File: config.mk
export PLATFORM = sky130hd
export DESIGN_NAME = cla_subtractor_seq
export DESIGN_NICKNAME = d
export VERILOG_FILES = /design/src/rtl/cla_subtractor_seq.sv
export SDC_FILE = /design/constraint.sdc
export NUM_CORES = 1
export LEC_CHECK = 0
export CAP_MARGIN = 20
export CORE_MARGIN = 3
export CORE_UTILIZATION = 40
export CTS_BUF_LIST = sky130_fd_sc_hd__clkbuf_16
export DETAILED_ROUTE_END_ITERATION = 16
export GPL_TIMING_DRIVEN = 1
export PLACE_DENSITY = 0.76
export SYNTH_ARGS = -nofsm -noshare
export SYNTH_HDL_FRONTEND = slang
export SYNTH_SLANG_ARGS = --single-unit
File: constraint.sdc
create_clock -name clk -period 2.9 [get_ports clk]
set_input_delay 0.58 -clock clk [delete_from_list [all_inputs] [get_ports clk]]
set_output_delay 0.58 -clock clk [all_outputs]
set_load 0.02 [all_outputs]
File: src/rtl/cla_subtractor_seq.sv
// cla_subtractor_seq: multi-cycle subtractor reusing one carry-lookahead slice per cycle
// behind valid/ready operand and result ports.
module cla_subtractor_seq #(
    parameter int DATA_WID  = 16,
    parameter int SLICE_WID = 4
) (
    input  logic                clk,
    input  logic                rst_n,
    input  logic                in_valid,
    output logic                in_ready,
    input  logic [DATA_WID-1:0] in1,
    input  logic [DATA_WID-1:0] in2,
    input  logic                borrow_in,
    output logic                out_valid,
    input  logic                out_ready,
    output logic [DATA_WID-1:0] diff,
    output logic                borrow_out,
    output logic                overflow
);
    localparam int NSLICES = DATA_WID / SLICE_WID;
    localparam int IW = NSLICES > 1 ? $clog2(NSLICES) : 1;
    localparam logic [IW-1:0] LAST = IW'(NSLICES - 1);
    localparam int MSB = DATA_WID - 1;

    typedef enum logic [1:0] {IDLE, CALC, DONE} state_t;

    state_t              state, state_nx;
    logic [DATA_WID-1:0] a, b;
    logic                carry;
    logic [IW-1:0]       idx;
    logic [SLICE_WID-1:0] sa, sb, g, p, s;
    logic [SLICE_WID:0]  c;

    assign sa        = a[idx*SLICE_WID +: SLICE_WID];
    assign sb        = b[idx*SLICE_WID +: SLICE_WID];
    assign in_ready  = state == IDLE;
    assign out_valid = state == DONE;

    // Each carry is a flat sum of generate terms gated by the propagate run above them.
    always_comb begin
        logic t, pp;
        g = sa & sb;
        p = sa ^ sb;
        c = '0;
        c[0] = carry;
        for (int i = 0; i < SLICE_WID; i++) begin
            t  = g[i];
            pp = p[i];
            for (int j = i - 1; j >= 0; j--) begin
                t  = t | (pp & g[j]);
                pp = pp & p[j];
            end
            c[i+1] = t | (pp & carry);
        end
        s = p ^ c[SLICE_WID-1:0];
    end

    always_comb begin
        state_nx = state;
        unique case (state)
            IDLE:    state_nx = in_valid ? CALC : IDLE;
            CALC:    state_nx = idx == LAST ? DONE : CALC;
            DONE:    state_nx = out_ready ? IDLE : DONE;
            default: state_nx = IDLE;
        endcase
    end

    always_ff @(posedge clk) begin
        if (!rst_n) begin
            state      <= IDLE;
            a          <= '0;
            b          <= '0;
            carry      <= 1'b0;
            idx        <= '0;
            diff       <= '0;
            borrow_out <= 1'b0;
            overflow   <= 1'b0;
        end else begin
            state <= state_nx;
            if (state == IDLE && in_valid) begin
                a     <= in1;
                b     <= ~in2;
                carry <= ~borrow_in;
                idx   <= '0;
            end else if (state == CALC) begin
                diff[idx*SLICE_WID +: SLICE_WID] <= s;
                carry <= c[SLICE_WID];
                idx   <= idx + IW'(1);
                // b holds ~in2, so equal MSBs here mean the original operand signs differ.
                if (idx == LAST) begin
                    borrow_out <= ~c[SLICE_WID];
                    overflow   <= (a[MSB] == b[MSB]) & (s[SLICE_WID-1] != a[MSB]);
                end
            end
        end
    end
endmodule

* Yosys cells after proc, flatten, opt, wreduce, memory -nomap -nowiden
Index checks and enable logic that the tools add are counted.
Word-level totals: register bits after elaboration 55, input port bits 37
Operators by class: add/sub/neg operators 2, equal/unequal tests 5, shifts and indexed selects 4, multiplexer cells 7, bitwise operators 35, reductions and logical operators 6
Operators by type and width (count):
- $neg 4->34 | 1
- $shift 4x34->16 const A | 1
- $shiftx 4x34->16 | 1
- $shiftx 16x5->4 | 2
- $and 1x1->1 | 17
- $bwmux 16 | 1
- $not 16->16 | 1
- $or 1x1->1 | 10
- $xor 4x4->4 | 2
- $pmux 2 s3 | 1
- $and 4x4->4 | 1
- $eq 2x2->1 const B | 2
- $mux 2 | 2
- $not 1->1 | 4
- $mux 1 | 3
- $reduce_and 3->1 | 1
- $add 2x1->2 const B | 1
- $eq 2x1->1 const B | 1
- $logic_not 2->1 | 1
- $reduce_and 2->1 | 1
- $reduce_bool 2->1 | 1
- $reduce_or 2->1 | 1
- $eq 1x1->1 | 1
- $logic_and 1x1->1 | 1
- $ne 1x1->1 | 1

* Longest topological paths before layout
word-level depth 9, depth in mapped cells 8, depth with buffers taken out 6

* Worst setup path before layout
OpenSTA, ideal clock, no wires.
kind reg2reg, start reg idx[0], end reg overflow, arrival 2741 ps, required time 2778 ps, path slack 37 ps, cell stages (with the launch flop) 9, buffers on the path 2, period minus slack after synthesis 2863 ps, cell sequence dfxtp_1 -> buf_2 -> mux4_2 -> ha_1 -> a21o_1 -> and4_4 -> buf_6 -> o311a_1 -> o311a_1
On the way: cells in the longest elaborated chain, start to end 9, elaborated cells between the ends (all ways) 17, classes of those cells eq/ne: 2; shift: 2; bitwise: 12; reduce/logical: 1
RTL lines:
- start, declared | RTL line 30 | logic [IW-1:0] idx;
- start signal, assigned | RTL line 88 | idx <= idx + IW'(1);
- $shiftx 16x5->4, on equally long branches | RTL line 34, 35
- $xor 4x4->4 or $and 4x4->4 (tied branches) | RTL line 43, 42
- $and 1x1->1, on equally long branches | RTL line 50, 51
- $or 1x1->1, or another cell as far along | RTL line 50 | t = t | (pp & g[j]);
- $or 1x1->1 or $and 1x1->1 (tied branches) | RTL line 50, 53
- $or 1x1->1 | RTL line 53 | c[i+1] = t | (pp & carry);
- $xor 4x4->4 | RTL line 55 | s = p ^ c[SLICE_WID-1:0];
- $ne 1x1->1 | RTL line 92 | overflow <= (a[MSB] == b[MSB]) & (s[SLICE_WID-1] != a[MSB]);
- $and 1x1->1 | RTL line 92
- end signal, assigned | RTL line 92
- end, declared | RTL line 18 | output logic overflow
Parallel ways exist; a longest one is shown, timed or not. A chain may end at the register's enable or synchronous reset.

* Final worst setup path
Ends and elaborated chain as after synthesis.

==> summary.md <==
| Metric | Value |
|---|---|
| Maximum number of pins on one net before global-route repair | 50 |
| Post-synth top flop | dfxtp_1 |
| Leak | approximately 1.2 nW |
| CTS clock-pin slew for the worst setup and hold paths | ~0.07 ns |
| Routed WL | approximately 5.5 mm |
| Met2 Wirelength | 2.625 mm |
| Total Routing Usage GR | 15.97% |
| Average size of a mapped cell | slightly below 10 um2 |
| Post-Synthesis Net Count | around 300 |
| EDFF count, synth | 0 |
| Port buffer count | between 50 and 60 |
| Final hold violations | 0 |
| DR vias/cell | roughly 5.4 |
| CP Capture Type | register |
| DR vias | ~2000 |
| Ratio of cells with drive above 1 in the final layout | 9.646% |
| Initial antenna violation count | 0 |
| Setup TNS | 0 ns |
| Total I/O pin count | between 50 and 60 |
| DRC viols | 0 |
| Layout area overhead | 32.75% |
| P per Cell Area | around 530 nW/um2 |
| Worst-skew pair later-pin latency | ~0.29 ns |
| WS Path Type | register to register |
| Yosys warning total | 0 |
| Max rail drop VDD | around 0.00025 V |
| Startpoint types | register |
| Starting density of the core | 42.89% |
| Placer Congestion | ~0.9 |
| Clk sinks | 55 |
| Number of global-route vias before repair | about 2000 |
| Drt wl/cell | 14.44 um |
| Antenna diodes | 0 |
| Core box area | 5709 um2 |
| Distinct cells, synth | 37 |
| Clock Skew | approximately 0.0034 ns |
| Pins Over Slew Limit | 0 |
| FILL cells | slightly below 500 |
| Fin crit share | a little over 90% |
| WL met1 | roughly 2.5 mm |
| Routed length on met3 | between 200 and 300 um |
| Die area | slightly above 7000 um2 |
| Initial DRC count | 97 |
| Mapped Area | approximately 2400 um2 |
| Chip height | between 80 and 90 um |
| Seq/Total Area, Yosys | between 40 and 50% |
| Relative slew margins | between 50 and 60% |
| Final Non-Filler Cells | approximately 380 |
| Total CTS buffers | 5 |
| First-pass GRT wire length | ~9.4 mm |
| Top Layer Used | met4 |
| Setup violators final | 0 |
| DP HPWL | 4.171 mm |
| Final ANT Viol Nets | 0 |
| Asr flop ratio synth | 0% |
| RSZ-0062 raised after global routing | no |
| Die W | roughly 84 um |
| Flops & latches, synth | 55 |
| Root Buffer | clkbuf_16 |
| Mapped Cells | 255 |
| CTS tree | done |
| Clock buffer depth | 2 |
| H-tree depth | 2 |
| Max-cap violation count | 0 |
| Status | finished, final reports clean |
| Fin crit period | between 2 and 3 ns |
| Max Fanout on Critical Path | 9 |
| CP Data Required Time | approximately 3.1 ns |
| CP arrival | approximately 2.9 ns |
| GRT Residual Overflow | 0 |
| Hold crit path type | register to register |
| Placed cells | 376 |
| Nets | between 300 and 400 |
| FP Rows | 27 |
| F_max | roughly 0.37 GHz |
| First-pass detailed-route iteration total | 4 |
| Slew @ Worst Pin | between 0.6 and 0.7 ns |
-- state kept, by name, indices dropped and copies added, names as in the netlist --
signal	cells
idx	2
b	16
diff	16
borrow_out	1
state	2
carry	1
overflow	1
a	16
-- metal layers --
layer  GRT usage (%)  vias to the layer above
met2           26.61                       58
li1                -                     1024
met4           5.556                        0
met1           20.02                      961
met5               0                        -
met3           4.122                       13
-- through the flow --
step	worst slack, ns	area, um2	utilization, %	hold slack (ns)	total power, mW
after CTS	0.006228	3249	56.91	0.4609	1.746
after global routing	0.1096	3251	56.94	0.4806	1.806
after detailed placement	0.04199	3090	54.13	0.4518	1.097
after global placement	0.1202	3090	54.13	0.4425	1.089
final	0.2301	3251	56.94	0.4591	1.733
after floorplan	0.03730	2449	-	0.4331	0.9878
-- worst max-delay path: stages, from the launching register on --
cell	delay, ns
dfxtp_2	0.51
mux4_2	0.58
ha_1	0.33
a21o_1	0.22
and4_4	0.24
o311a_1	0.35
o311a_1	0.33
-- cell families after synthesis --
logic type                 after synthesis  synth area share, %
adders and majority gates               11                5.927
buffers and inverters                   20                3.730
AOI/OAI and AO/OA                       62                17.99
DFF                                     55                44.97
and+or+nand+nor                         97                19.32
xor gates and xnor gates                 2               0.7155
muxes                                    8                7.358
-- Yosys cell counts, types with 2 or more instances --
cell	count	area (um2)
nor4b_1	5	43.79
a22oi_1	8	60.06
and2_1	6	37.54
a211o_2	2	20.02
buf_1	2	7.510
a21o_1	2	15.01
clkbuf_1	6	22.52
ha_1	10	125.1
a211oi_1	16	120.1
nand2b_1	3	18.77
nand3b_1	5	37.54
o311a_1	2	20.02
a21oi_1	19	95.09
nor2_1	34	127.6
nor4_1	2	12.51
dfxtp_1	55	1101
a32oi_1	4	35.03
nand2_1	36	135.1
o21a_1	4	30.03
mux4_2	8	180.2
buf_2	7	35.03
inv_1	4	15.01
-- report_power, final --
group | total [mW] | switching (mW) | internal [mW] | leakage (nW)
Sequential | 0.823 | 0.0298 | 0.794 | 0.450
Combinational | 0.257 | 0.126 | 0.132 | 0.693
Clock | 0.653 | 0.253 | 0.399 | 0.0811
Total | 1.73 | 0.409 | 1.32 | 1.22
-- cell type report --
type	count	area (um2)	area share, %
inverter	4	15.01	0.4619
multi-input combinational	180	1256	38.64
tap	72	90.09	2.771
timing repair buffer	65	628.1	19.32
sequential	55	1102	33.91
clock inverter	2	33.78	1.039
clock buffer	5	125.1	3.849
-- layout by cell type, fill, tap and decap left out, drive strengths merged, types with 5 or more instances in the layout --
cell type and count:
clkdlybuf4s50 56, dfxtp 55, nand2 36, nor2 34
a21oi 19, a211oi 16, ha 10, buf 9
mux4 8, a22oi 8, and2 6, nor4b 6
inv 5, nand3b 5, clkbuf 5
-- worst paths after layout --
kind / startpoint / end / cells after the start / slack, ns
setup / recovery: idx[0] / overflow / 6 / 0.23
hold / removal: a[12] / a[12] / 2 / 0.46
setup reg to reg: idx[0] / overflow / 6 / 0.23
hold reg to reg: a[12] / a[12] / 2 / 0.46
-- timing repair --
item / 4_1_cts / 5_1_grt
endpoints found under the setup margin: 0 / 2
resized for setup: 0 / 1
buffers inserted: 0 / 0
hold buffers: 0 / 0
Power figures use the tool's default switching activity.
